===== config.mk =====
export PLATFORM = sky130hd
export DESIGN_NAME = hazard_stall_unit_flat
export DESIGN_NICKNAME = d
export VERILOG_FILES = /design/src/rtl/hazard_stall_unit_if.sv /design/src/rtl/hazard_stall_unit.sv /design/src/flat_wrapper.sv
export SDC_FILE = /design/constraint.sdc
export NUM_CORES = 1
export LEC_CHECK = 0
export CAP_MARGIN = 25
export CORE_UTILIZATION = 38
export CTS_BUF_LIST = sky130_fd_sc_hd__clkbuf_4 sky130_fd_sc_hd__clkbuf_8
export DETAILED_ROUTE_END_ITERATION = 16
export GPL_TIMING_DRIVEN = 1
export PLACE_DENSITY = 0.83
export SLEW_MARGIN = 20
export SYNTH_ARGS = -nofsm -noshare
export SYNTH_HDL_FRONTEND = slang
export SYNTH_SLANG_ARGS = --single-unit

===== constraint.sdc =====
create_clock -name clk -period 1.95 [get_ports clk]
set_input_delay 0.39 -clock clk [delete_from_list [all_inputs] [get_ports clk]]
set_output_delay 0.39 -clock clk [all_outputs]
set_load 0.1 [all_outputs]

===== src/rtl/hazard_stall_unit_if.sv =====
// ID-stage <-> hazard-stall-unit bundle: decoded source/dest info in, stall/bubble out,
// plus read-only views of the shadow slots for debug.
interface hazard_stall_unit_if #(
    parameter int REG_ADDR_W = 5,
    parameter int COUNT_W    = 16
);
    logic                  id_valid;
    logic [REG_ADDR_W-1:0] id_Rs;
    logic [REG_ADDR_W-1:0] id_Rt;
    logic                  id_uses_rt;
    logic [REG_ADDR_W-1:0] id_dest;
    logic                  id_regwrite;
    logic                  id_memread;
    logic                  id_is_branch;
    logic                  flush;

    logic                  stall;
    logic                  bubble;
    logic [COUNT_W-1:0]    stall_cycles;

    // Slot images packed as {v, dest, rw, mr}
    logic [REG_ADDR_W+2:0] dbg_ex;
    logic [REG_ADDR_W+2:0] dbg_mem;
    logic [REG_ADDR_W+2:0] dbg_wb;

    modport master (
        output id_valid, id_Rs, id_Rt, id_uses_rt, id_dest,
               id_regwrite, id_memread, id_is_branch, flush,
        input  stall, bubble, stall_cycles, dbg_ex, dbg_mem, dbg_wb
    );

    modport slave (
        input  id_valid, id_Rs, id_Rt, id_uses_rt, id_dest,
               id_regwrite, id_memread, id_is_branch, flush,
        output stall, bubble, stall_cycles, dbg_ex, dbg_mem, dbg_wb
    );
endinterface


===== src/rtl/hazard_stall_unit.sv =====
// Shadow pipeline of destination tags (EX/MEM/WB) driving load-use and branch-in-ID stalls.
// Optional stall-cycle statistics counter enabled by defining HAZARD_STALL_COUNT_EN.
module hazard_stall_unit #(
    parameter int REG_ADDR_W = 5,
    parameter int COUNT_W    = 16
) (
    input  logic                clk,
    input  logic                rst,
    hazard_stall_unit_if.slave  bus
);

    typedef struct packed {
        logic                  v;
        logic [REG_ADDR_W-1:0] dest;
        logic                  rw;
        logic                  mr;
    } slot_t;

    slot_t ex_q, ex_d;
    slot_t mem_q;
    slot_t wb_q;

    logic ex_hit, mem_hit;
    logic load_use, branch_ex, branch_mem;
    logic stall_w, bubble_w;

    // r0 is hard-wired zero, so a producer targeting it never creates a dependency
    function automatic logic slot_hit(input slot_t s, input logic [REG_ADDR_W-1:0] r);
        return s.v && s.rw && (s.dest != '0) && (s.dest == r);
    endfunction

    // NOTE: every always_comb output gets a default first so no path can infer a latch.
    always_comb begin
        ex_hit     = 1'b0;
        mem_hit    = 1'b0;
        load_use   = 1'b0;
        branch_ex  = 1'b0;
        branch_mem = 1'b0;
        stall_w    = 1'b0;
        bubble_w   = 1'b0;
        ex_d       = '0;

        ex_hit  = slot_hit(ex_q, bus.id_Rs) ||
                  (bus.id_uses_rt && slot_hit(ex_q, bus.id_Rt));
        mem_hit = slot_hit(mem_q, bus.id_Rs) ||
                  (bus.id_uses_rt && slot_hit(mem_q, bus.id_Rt));

        load_use   = ex_q.mr && ex_hit;
        branch_ex  = bus.id_is_branch && ex_hit;
        branch_mem = bus.id_is_branch && mem_q.mr && mem_hit;

        // Flush discards the ID instruction, so it overrides any hazard it carries
        stall_w  = bus.id_valid && !bus.flush && (load_use || branch_ex || branch_mem);
        bubble_w = stall_w || bus.flush;

        if (!bubble_w) begin
            ex_d = '{v: bus.id_valid, dest: bus.id_dest,
                     rw: bus.id_regwrite, mr: bus.id_memread};
        end
    end

    // NOTE: sequential state uses non-blocking assignments so the shift reads pre-edge values.
    always_ff @(posedge clk) begin
        if (rst) begin
            ex_q  <= '0;
            mem_q <= '0;
            wb_q  <= '0;
        end else begin
            ex_q  <= ex_d;
            mem_q <= ex_q;
            wb_q  <= mem_q;
        end
    end

    assign bus.stall   = stall_w;
    assign bus.bubble  = bubble_w;
    assign bus.dbg_ex  = ex_q;
    assign bus.dbg_mem = mem_q;
    assign bus.dbg_wb  = wb_q;

`ifdef HAZARD_STALL_COUNT_EN
    logic [COUNT_W-1:0] cnt_q, cnt_d;

    always_comb begin
        cnt_d = cnt_q;
        if (stall_w && (cnt_q != '1)) begin
            cnt_d = cnt_q + COUNT_W'(1);
        end
    end

    always_ff @(posedge clk) begin
        if (rst) begin
            cnt_q <= '0;
        end else begin
            cnt_q <= cnt_d;
        end
    end

    assign bus.stall_cycles = cnt_q;
`else
    assign bus.stall_cycles = '0;
`endif

endmodule

===== src/flat_wrapper.sv =====
// flat-port wrapper written by rule: the top's interface ports become plain ports
module hazard_stall_unit_flat 
#(
    parameter int REG_ADDR_W = 5,
    parameter int COUNT_W    = 16
)
  (clk, rst, bus_id_valid, bus_id_Rs, bus_id_Rt, bus_id_uses_rt, bus_id_dest, bus_id_regwrite, bus_id_memread, bus_id_is_branch, bus_flush, bus_stall, bus_bubble, bus_stall_cycles, bus_dbg_ex, bus_dbg_mem, bus_dbg_wb);
  hazard_stall_unit_if #(.REG_ADDR_W(REG_ADDR_W), .COUNT_W(COUNT_W)) bus_i ();
  input  logic clk;
  input  logic rst;
  input wire logic [$bits(bus_i.id_valid)-1:0] bus_id_valid;
  input wire logic [$bits(bus_i.id_Rs)-1:0] bus_id_Rs;
  input wire logic [$bits(bus_i.id_Rt)-1:0] bus_id_Rt;
  input wire logic [$bits(bus_i.id_uses_rt)-1:0] bus_id_uses_rt;
  input wire logic [$bits(bus_i.id_dest)-1:0] bus_id_dest;
  input wire logic [$bits(bus_i.id_regwrite)-1:0] bus_id_regwrite;
  input wire logic [$bits(bus_i.id_memread)-1:0] bus_id_memread;
  input wire logic [$bits(bus_i.id_is_branch)-1:0] bus_id_is_branch;
  input wire logic [$bits(bus_i.flush)-1:0] bus_flush;
  output wire logic [$bits(bus_i.stall)-1:0] bus_stall;
  output wire logic [$bits(bus_i.bubble)-1:0] bus_bubble;
  output wire logic [$bits(bus_i.stall_cycles)-1:0] bus_stall_cycles;
  output wire logic [$bits(bus_i.dbg_ex)-1:0] bus_dbg_ex;
  output wire logic [$bits(bus_i.dbg_mem)-1:0] bus_dbg_mem;
  output wire logic [$bits(bus_i.dbg_wb)-1:0] bus_dbg_wb;
  assign bus_i.id_valid = bus_id_valid;
  assign bus_i.id_Rs = bus_id_Rs;
  assign bus_i.id_Rt = bus_id_Rt;
  assign bus_i.id_uses_rt = bus_id_uses_rt;
  assign bus_i.id_dest = bus_id_dest;
  assign bus_i.id_regwrite = bus_id_regwrite;
  assign bus_i.id_memread = bus_id_memread;
  assign bus_i.id_is_branch = bus_id_is_branch;
  assign bus_i.flush = bus_flush;
  assign bus_stall = bus_i.stall;
  assign bus_bubble = bus_i.bubble;
  assign bus_stall_cycles = bus_i.stall_cycles;
  assign bus_dbg_ex = bus_i.dbg_ex;
  assign bus_dbg_mem = bus_i.dbg_mem;
  assign bus_dbg_wb = bus_i.dbg_wb;
  hazard_stall_unit #(.REG_ADDR_W(REG_ADDR_W), .COUNT_W(COUNT_W)) u_core (.clk(clk), .rst(rst), .bus(bus_i));
endmodule

* Word level (Yosys, flattened, before mapping)
Cells that the tools add are included.
** Storage, ports and cells
- Output and inout bits :: 42
- Word-level logic and storage cells :: 41
- Flip-flop bits (word level) :: 24
** Operators by class
- Reduce and logical (&&, ||, !) cells :: 25
- Equality and inequality tests :: 4
** Operator list (count)
- 5-bit equality test :: 4
- 1-bit logical AND :: 16
- 5-bit nonzero test :: 2
- 1-bit logical OR :: 5
- 2-bit OR reduction :: 1
- 1-bit logical NOT :: 1

* Longest topological paths before layout
Gate-level depths: netlist (run 1).
- Word-level depth :: 11
- Gate-level depth with buffers :: 5
- Depth with buffers taken out :: 5

* Worst setup path after synthesis (run 1)
No wires, ideal clock.
- Path type :: register to output
- Start point :: reg u_core.ex_q (netlist bit u_core.bus.dbg_ex[4])
- End point :: out bus_stall
- Setup slack :: -1.632 ns
- Data arrival time :: 3.192 ns
- Stages on the path, launching flop included :: 6
- Buffers on the path :: 0
- Required time :: 1.560 ns
- Path through :: dfxtp_1 > xor2_1 > nor4_2 > a32oi_1 > o32a_4 > nor2_1
** On the way
- Cells in the longest elaborated chain, start to end :: 9
- Elaborated cells between the ends (all ways) :: 13
- Those cells by class :: eq/ne: 2; reduce/logical: 11
** RTL lines
- start: declaration :: RTL line hazard_stall_unit.sv:19 : slot_t ex_q, ex_d;
- start signal: assignment :: RTL line hazard_stall_unit.sv:65 : ex_q <= '0;
- start signal: assignment :: RTL line hazard_stall_unit.sv:69 : ex_q <= ex_d;
- 5-bit nonzero test :: RTL line hazard_stall_unit.sv:29 : return s.v && s.rw && (s.dest != '0) && (s.dest == r);
- 1-bit logical AND (2 in series) :: RTL line hazard_stall_unit.sv:29
- 1-bit logical AND :: RTL line hazard_stall_unit.sv:44 : (bus.id_uses_rt && slot_hit(ex_q, bus.id_Rt));
- 1-bit logical OR (*) :: RTL line hazard_stall_unit.sv:43 : ex_hit = slot_hit(ex_q, bus.id_Rs) ||
- 1-bit logical AND, on equally long branches :: RTL line hazard_stall_unit.sv:48, hazard_stall_unit.sv:49
- 1-bit logical OR (*) (2 in series) :: RTL line hazard_stall_unit.sv:53 : stall_w = bus.id_valid && !bus.flush && (load_use || branch_ex || branch_mem);
- 1-bit logical AND (*) :: RTL line hazard_stall_unit.sv:53
- end: declaration :: RTL line flat_wrapper.sv:20 : output wire logic [$bits(bus_i.stall)-1:0] bus_stall;
Every way passes the cells marked *; elsewhere a longest branch is shown, timed or not.

* Final worst setup path (run 1)
- Start point :: in bus_id_Rs[0]
- End point :: out bus_stall
** On the way
- Cells in the longest elaborated chain, start to end :: 7
- Elaborated cells between the ends (all ways) :: 12
- Those cells by class :: eq/ne: 2; reduce/logical: 10
** RTL lines
- start: declaration :: RTL line flat_wrapper.sv:12 : input wire logic [$bits(bus_i.id_Rs)-1:0] bus_id_Rs;
- 5-bit equality test :: RTL line hazard_stall_unit.sv:29
- 1-bit logical AND :: RTL line hazard_stall_unit.sv:29
- 1-bit logical OR :: RTL line hazard_stall_unit.sv:43
- 1-bit logical AND, on equally long branches :: RTL line hazard_stall_unit.sv:48, hazard_stall_unit.sv:49
- 1-bit logical OR :: RTL line hazard_stall_unit.sv:53
- 1-bit logical OR (*) :: RTL line hazard_stall_unit.sv:53
- 1-bit logical AND (*) :: RTL line hazard_stall_unit.sv:53
Marks and branches as above.

==> results of run 1 <==
==> registers in the layout, indices dropped and copies added (netlist names) <==
| name | flops |
|---|---|
| u_core.bus.dbg_ex | 8 |
| u_core.bus.dbg_mem | 8 |
| u_core.bus.dbg_wb | 8 |
==> cell families (layout without fill, tap and decap cells) <==
group | after synthesis | in the layout | synth area share [%]
other | 1 | 16 | 0.350
flip-flops | 24 | 24 | 44.8
buffers and inverters | 17 | 59 | 11.6
AO/OA/AOI/OAI | 5 | 5 | 5.72
AND/OR/NAND/NOR | 37 | 37 | 21.2
XOR/XNOR | 20 | 20 | 16.3
==> Yosys cell counts (all sizes together) <==
cell type   n  area share, %
nand2b      1           0.58
dfxtp      24             45
nor2        5            1.8
and4        1           0.82
o211ai      1            1.2
xnor2       2            1.6
nor2b      16            9.3
xor2       18             15
or4         2            1.4
nor3        2           0.93
nor4        2            1.8
o2111ai     1           0.82
buf        16             11
conb        1           0.35
clkbuf      1           0.35
and3        8            4.7
a32oi       2            1.6
o32a        1            2.1
==> per-stage QoR <==
step / util [%] / instance area, µm² / cells / total power, W
floorplan: - / 1180 / 119 / 0.000834
detailed placement: 61.5 / 1580 / 186 / 0.000907
global route: 63.0 / 1620 / 191 / 0.00118
CTS: 63.0 / 1620 / 191 / 0.00113
finish: 63.0 / 1620 / 191 / 0.00113
global placement: 61.5 / 1580 / 186 / 0.000904
==> per-layer routing <==
metal | up-vias | global-route usage (%) | wire (µm)
met4 | 0 | 2.50 | 0
met5 | - | 0 | 0
li1 | 431 | - | -
met2 | 42 | 30.3 | 1170
met1 | 383 | 19.8 | 960
met3 | 0 | 3.28 | 195
==> layout make-up <==
cell class,instances,area (µm²)
Sequential cell,24,520
Fill cell,226,951
Clock buffer,4,30.0
Multi-Input combinational cell,78,542
Tap cell,30,37.5
Timing Repair Buffer,55,487
==> report_power, final <==
part / switching, W / internal, W
Clock: 0.000137 / 0.0000935
Combinational: 0.000293 / 0.0000905
Sequential: 0.0000130 / 0.000498
Total: 0.000443 / 0.000682
==> final timing paths <==
kind	to	slack, ns	cells after the start
worst max-delay path	bus_stall	-0.34	7
worst min-delay path	u_core.bus.dbg_wb[7]	0.48	1
worst max register to register	u_core.bus.dbg_ex[1]	0.21	6
worst min register to register	u_core.bus.dbg_wb[7]	0.48	1
==> repair_timing <==
item | 4_1_cts | 5_1_grt
resized for setup | 8 | 0
buffers inserted | 1 | 0
setup endpoints to repair | 2 | 2
pin swaps | 6 | 3
==> out/summary.md, run 1 <==
The flow ran to the end, but the final reports show violations. The final reports fail on setup timing. The die covers 3040 µm².

The tool flagged a number of max-cap violations equal to 0. The run gives 0 as the final hold violation count. The tools report the number of antenna violations at the first check in global routing as 0. Counting every instance in the synthesized netlist gives 104. 65 I/O pins were placed.

The post-synthesis area per instance was 10.3 µm². The cell area that synthesis handed to floorplanning was 1070 µm². The logs give 1 for the number of levels the H-tree was split into and 2 for the count of final setup violators. Of the available clock period, the critical path in the final layout requires 118%.

The run gives 856 as the total number of vias. The post-DP HPWL is 1870 µm, and the total power per unit cell area is 696 nW/µm². The count of antenna diodes in the layout was 0; the setup total negative slack was -0.671 ns. Entering global routing, the biggest net connects 17 pins.

The min-delay analysis places its worst path in the category flip-flop to flip-flop. Startpoint type of the worst setup path: an input port. The startpoint identified for the worst register-to-register timing path is u_core.bus.dbg_ex[3]. The total count of max-transition violations in the final report was 0. Leaving out fill and tap cells, the most frequent cells in the layout are 31 x buf_4, 17 x xor2_1, 16 x nor2b_1, 16 x conb_1, 16 x clkdlybuf4s50_1.

On the critical path, the stage with the largest delay is an instance of clkdlybuf4s50_1. The initial utilization of the core area, before any placement, comes to 41.8%. Final period demand of the worst path: 2.29 ns. The core outline area came out at 2570 µm².

In this run, synthesis produced a sequential element count of 24. At the worst endpoint, the required time is 1.56 ns. The number of global-route vias before repair came out at 792. The startpoint identified for the worst hold timing path is u_core.bus.dbg_mem[7].

The tools report the worst setup slack after layout as -0.343 ns. Traced cell by cell, the critical path runs through clkdlybuf4s50_1 > xor2_1 > nor3_1 > a32oi_1 > o32a_4 > nor2_4 > buf_12. The logs give 18 for the number of rows in the core area and 426 µV for the peak supply drop.

On the worst path, the slowest cell contributes a delay of 0.47 ns. The first global-routing pass estimated 3530 µm of wire. Buffers placed on the I/O ports in this run total 48. Kind of cell with the highest combined delay on the critical path: buffers and inverters. The clock slew at the register clock pins of the worst setup and hold paths came out at 0.13 ns.

In this run, post-CTS hold repair placed 0 buffers. The first routing iteration left 5 violations. The later pin in the worst-skew pair is clocked with a latency of 0.31 ns.

Type of the worst setup path: input port to primary output. Global routing used 16.4% of the available tracks across all layers. The detail route stage leaves a number of antenna-violating nets equal to 0.

The buffering stage count on the worst path with inverters included is 2, and the remaining routing DRC violations is 0. From bottom edge to top edge, the die measures 55.1 µm. Setup repair after global routing could not meet its margin everywhere. The count of clock tree sinks was 24. The logs give 19 for the count of distinct cell types in the synthesized netlist and 0.836 for the final weighted congestion in routability-driven placement. The highest clock frequency the design can meet is 0.436 GHz. The tools report the CTS root buffer as clkbuf_4.

In this run the worst setup path begins at bus_id_Rs[0]. Summed over all layers, the global routing overflow is 0. Between clock sinks in the finished design, the worst skew comes to 0.0162 ns. Floorplan die width: 55.1 µm. Dividing the detail-routed wire length by the instance count gives 12.2 µm.

The maximum fanout along the worst path was 3; the detailed-route wire length was 2330 µm. During synthesis, Yosys emitted a total of 0 warnings. TritonCTS created 3 clock buffers.

After the last flow step, the layout net total stands at 185. TritonCTS built the clock tree. For the pre-CTS worst setup slack, the log shows -0.551 ns.

Area growth from synthesis to layout: 50.8%. The longest clock path from root to sink contains 2 buffers. STA classifies the critical path endpoint as a primary output.

The run gives 1.90 ns as the worst path arrival time. The pre-antenna-repair detailed-routing pass consisted of 2 iterations. Final hold analysis gives a worst-case slack of 0.478 ns. Most common library cell in the layout ignoring fill and taps: buf_4. Using the TritonRoute via totals, the vias-per-cell ratio works out to 4.48. Fraction of layout instances using a drive strength above 1: 36.6%.

The share of the yosys chip area belonging to registers was 44.8%; the static leakage was 0.774 nW.
Note: power is estimated with default switching activity, not from simulation.
==> run 2, diff against run 1 <==
CORE_ASPECT_RATIO = 1.25   (was default)
==> out/summary.md, run 2 (synthesis results as in run 1) <==
The run finished, with violations left. The final reports fail on setup timing. The detail route stage leaves a number of antenna-violating nets equal to 0. The clock passes through at most 2 buffers. TritonCTS built the clock tree. Dividing the detail-routed wire length by the instance count gives 12.7 µm. The floorplan die width was 49.5 µm; the post-layout net count was 187. The run gives 851 as the number of global-route vias before repair. The number of non-filler instances in the completed layout was 197. The first global-routing pass estimated 3940 µm of wire. For this block, the initial DRC count from the detailed router was 10.

Worst hold path cell count: 1. The count of clock tree sinks was 24. The static leakage was 0.792 nW; the average via count per standard cell was 4.60. After detailed placement, the total cell area comes to 1600 µm². The source-to-sink clock delay at the later pin of the worst-skew pair was 0.32 ns.

For the worst setup path, the data arrival time is 2.02 ns. Global routing finished with a remaining overflow of 0. The height of the chip was 61.4 µm. Buffers inserted to repair hold after CTS numbered 0. The sequential standard cell area was 520 µm²; the count of antenna diodes in the layout was 0. Timing would allow up to 0.415 GHz. The tools report the startpoint type of the worst setup path as a flip-flop. The category of the worst setup path capture point is a primary output.

Die footprint: 3040 µm². Summed over all layers, the routed wires come to 2510 µm. The logs give 0 for the total count of max-transition violations in the final report and 65 for the I/O pin total. The total power per unit cell area works out to 761 nW/µm².

In this run the most critical hold path is launched from u_core.bus.dbg_ex[7]. After floorplanning, the core was divided into 21 placement rows. The worst setup skew after layout was 0.00114 ns; the post-DP HPWL was 1950 µm.

The min-delay analysis places its worst path in the category flip-flop to flip-flop. The fraction of layout instances using a drive strength above 1 works out to 36.8%. For the global-route usage over all layers, the log shows 18.0%. The worst path needs 2.41 ns of the cycle, external delays included. The maximum fanout along the worst path works out to 3.

IR analysis of the VDD net gives a maximum drop of 376 µV. The run gives 0.12 ns as the setup slack of the worst register-to-register path. The smallest hold slack came out at 0.486 ns. Setup repair after global routing could not meet its margin everywhere.

The worst-case reg-to-reg path depth came out at 6. The final weighted congestion in routability-driven placement came out at 0.928. The multi-input combinational cells in the finished layout cover a total of 534 µm². The type of the worst setup path is flip-flop to primary output.

The final hold violation count is 0, and the number of filler cells placed in the layout is 232. Worst reg2reg path startpoint: u_core.bus.dbg_ex[4]. The worst setup slack after layout is -0.460 ns, and the core outline area is 2680 µm². Final design instance area without fill: 1650 µm².

The initial utilization of the core area, before any placement, comes to 40.0%. The worst register-to-register path ends at u_core.bus.dbg_ex[1]. For the maximum number of pins on one net before global-route repair, the log shows 17.

For the number of antenna violations at the first check in global routing, the log shows 0. Walking the worst path, the cells encountered are xor2_1 > nor4_2 > a32oi_1 > o32a_4 > nor2_4 > buf_12. The cell sitting at the root of the clock tree is a clkbuf_4.

The logs give 0 for the total of max-cap violations and 1.56 ns for the endpoint required time on the critical path. The number of buffer cells added on primary ports was 48. The area growth from synthesis to layout is 54.1%. Master of the slowest instance on the critical path: o32a_4. The worst hold path terminates at u_core.bus.dbg_mem[7]. In the layout the commonest cells are 33 x buf_4, 18 x xor2_1, 18 x clkdlybuf4s50_1, 16 x nor2b_1, 16 x conb_1. The most common library cell in the layout ignoring fill and taps is buf_4. The total number of vias is 906, and the clock slew at the register clock pins of the worst setup and hold paths is 0.13 ns. The largest single stage delay on the critical path is 0.37 ns.

Counting the buffers created by CTS gives 3. The worst path uses 124% of the clock period. The count of final setup violators is 2, and the number of placed instances with taps included is 192. The tools report the number of levels the H-tree was split into as 1. After detailed routing, the number of remaining DRC violations is 0. The first detailed-routing pass ran for 4 iterations. Setup total negative slack: -0.904 ns.
-- run 2: cell type report --
type	instances	share of cell area [%]
Multi-Input combinational cell	78	32.3
Clock inverter	1	1.82
Sequential cell	24	31.5
Timing Repair Buffer	57	30.4
Tap cell	34	2.57
Clock buffer	3	1.36
-- run 2: report_power, final --
group | switching, W | internal (W) | total, W
Clock | 0.000149 | 0.000208 | 0.000357
Sequential | 0.0000122 | 0.000498 | 0.000510
Combinational | 0.000297 | 0.0000931 | 0.000390
Total | 0.000458 | 0.000799 | 0.00126
-- run 2: routing by layer --
metal	wire length (µm)	global-route usage, %	vias up	part of all wire (%)
met4	99	12.7	0	3.9
li1	-	-	434	-
met5	0	0	-	0
met2	1250	33.1	55	50
met3	201	2.72	9	8.0
met1	952	19.5	408	38
-- run 2: critical path, delay by kind of cell (launching register included) --
family,cells,cell delay (ns)
AO/OA/AOI/OAI,2,0.54
flip-flops,1,0.36
XOR/XNOR,1,0.17
AND/OR/NAND/NOR,2,0.44
buffers and inverters,1,0.18
-- run 2: timing repair --
action                                  CTS  global route
pin swaps                                 4             3
gates resized for setup                   4             0
setup buffers                             1             0
endpoints found under the setup margin   10             2
-- run 2: worst max-delay path by stage --
stage,depth (start not counted),to,start
global route,6,bus_stall,u_core.bus.dbg_ex[4]
floorplan,5,bus_stall,u_core.bus.dbg_ex[4]
finish,6,bus_stall,u_core.bus.dbg_ex[4]
detailed placement,7,bus_stall,bus_id_Rt[2]
CTS,6,bus_stall,u_core.bus.dbg_ex[3]
global placement,7,bus_stall,bus_id_Rt[2]
-- run 2: metrics by stage --
| step | setup slack [ns] | util [%] | total power [W] |
|---|---|---|---|
| 2_1_floorplan | -0.354 | - | 0.000834 |
| 3_3_place_gp | -0.545 | 59.6 | 0.000906 |
| 3_5_place_dp | -0.559 | 59.6 | 0.000910 |
| 4_1_cts | -0.494 | 61.7 | 0.00127 |
| 5_1_grt | -0.496 | 61.7 | 0.00130 |
| 6_report | -0.460 | 61.7 | 0.00126 |
==> run 3, diff against run 2 <==
SETUP_SLACK_MARGIN = 0.2   (was default)
==> out/summary.md, run 3 (synthesis results as in run 1) <==
The flow ran to the end, but the final reports show violations. The checks that failed: setup timing. The die covers 3040 µm². The worst-case reg-to-reg path depth works out to 7. The tools report the total count of max-transition violations in the final report as 0. The number of antenna violations at the first check in global routing was 0. In this run the vertical extent of the chip is 61.4 µm.

The worst setup slack after layout is -0.458 ns. In the routed design, unresolved DRC markers number 0. Number of levels the H-tree was split into: 1. The post-route netlist has 37.2% of its cells at a drive strength greater than 1. The post-route fraction of the period consumed by the critical path is 123%, and the count of clock tree sinks is 24. The run gives 18.0% as the global-route usage over all layers. The CTS root buffer is clkbuf_4. The clock arrives with 0.00152 ns of skew. The setup total negative slack was -0.901 ns. On the worst path, the slowest cell contributes a delay of 0.36 ns.

Once the floorplan was initialized, standard cells occupied 40.0% of the core. The clock slew at the register clock pins of the worst setup and hold paths works out to 0.13 ns. The share of the core filled with cells in the final layout was 62.1%; the maximum buffer depth of the clock tree was 2.

The logs give 520 µm² for the sequential standard cell area and 65 for the I/O pin total. The average wire length per cell after detail routing was 12.7 µm. The library cell used most frequently in the layout, excluding fill and tap cells, is buf_4.

Static timing analysis puts the maximum clock frequency at 0.415 GHz. The run gives 21 as the number of rows in the core area. In this run the standard cell core region covers 2680 µm². The endpoint required time on the critical path came out at 1.56 ns.

Summed over all layers, the global routing overflow is 0. Number of DRC markers after the initial detailed-route iteration: 10. The routed design could run at a clock period as short as 2.41 ns. STA classifies the critical path endpoint as a primary output. During placement, the flow inserted port buffers numbering 48. The post-layout net count was 188.

In the routed layout, each cell is associated on average with a via count of 4.59. The worst setup path is of the flip-flop to primary output kind. The logs give 2 for the count of final setup violators and 0 for the count of antenna diodes in the layout.

The number of buffers created by CTS was 3; the number of filler cells placed in the layout was 232. Global-route wire length before repair: 3940 µm. Compared with the post-synthesis result, the final layout area differs by 55.2%.

VDD sags by at most 377 µV. In this run the remaining antenna-violating nets after routing total 0. Along the worst path, the maximum fanout reaches 3.

The multi-input combinational cells in the finished layout cover a total of 534 µm². For the final hold violation count, the log shows 0. Class of the tightest hold or removal check: flip-flop to flip-flop. Routability-driven placement finished with a final weighted congestion of 0.928. The run gives 853 as the number of global-route vias before repair. On the critical path, the stage with the largest delay is an instance of dfxtp_4. Setup repair after global routing could not meet its margin everywhere.

For the post-DP HPWL, the log shows 1950 µm. For the worst-skew pair, the clock arrives at the later sink with an insertion delay of 0.32 ns. For the number of detailed-route iterations in the first pass, the log shows 4. Leaving out fill and tap cells, the most frequent cells in the layout are 33 x buf_4, 18 x xor2_1, 18 x clkdlybuf4s50_1, 16 x nor2b_1, 16 x conb_1. Entering global routing, the biggest net connects 17 pins.

Worst hold path cell count: 1. Dividing total power by cell area gives a power density of 756 nW/µm². For the total number of vias, the log shows 909.

The run gives 2520 µm as the detailed-route wire length. Total of max-cap violations: 0. At the worst endpoint, the arrival time is 2.02 ns.

Startpoint type of the worst setup path: a flip-flop. The signal on the critical path passes through xor2_1 > nor4_2 > a32oi_1 > o32a_4 > nor2_4 > buf_12. Summed over all cells, the static leakage comes to 0.798 nW.

TritonCTS built the clock tree. Floorplan die width: 49.5 µm.
[run 3: area by class of cell]
type	count	share of cell area [%]
Clock buffer	3	1.35
Clock inverter	1	1.80
Multi-Input combinational cell	78	32.1
Sequential cell	24	31.3
Tap cell	34	2.56
Timing Repair Buffer	58	30.9
[run 3: through the flow]
stage / instances / cell area [µm²] / power [W] / setup slack [ns] / hold slack, ns
final: 198 / 1660 / 0.00126 / -0.458 / 0.487
after floorplan: 119 / 1180 / 0.000834 / -0.354 / 0.454
after global routing: 198 / 1660 / 0.00130 / -0.496 / 0.503
after global placement: 192 / 1600 / 0.000906 / -0.545 / 0.455
after CTS: 197 / 1650 / 0.00127 / -0.494 / 0.490
after detailed placement: 192 / 1600 / 0.000910 / -0.559 / 0.466
[run 3: layer usage]
layer	wire length [µm]	global-route usage (%)
met1	959	19.5
met2	1260	33.1
met3	194	2.72
met4	99	12.7
met5	0	0
[run 3: path summary, 6_finish.rpt]
check	startpoint	to	slack (ns)
worst min register to register	u_core.bus.dbg_ex[7]	u_core.bus.dbg_mem[7]	0.49
worst max-delay path	u_core.bus.dbg_ex[4]	bus_stall	-0.46
worst min-delay path	u_core.bus.dbg_ex[7]	u_core.bus.dbg_mem[7]	0.49
worst max register to register	u_core.bus.dbg_ex[4]	u_core.bus.dbg_ex[1]	0.03
[run 3: worst max-delay path: cells and delay by family (launching register included)]
kind / cells / cell delay, ns
and+or+nand+nor: 2 / 0.44
DFF: 1 / 0.36
AOI/OAI and AO/OA: 2 / 0.53
xor gates and xnor gates: 1 / 0.17
buffers and inverters: 1 / 0.18
[run 3: timing repair]
item	CTS	global route
pin swaps	4	3
resized for setup	4	1
setup buffers	1	1
hold buffers	0	0
endpoints found under the setup margin	10	10
[run 3: power breakdown]
group          internal [W]  total (W)  leakage, nW  switching (W)
sequential         0.000498   0.000510        0.205      0.0000122
clock              0.000208   0.000358       0.0279       0.000150
combinational     0.0000931   0.000390        0.565       0.000297
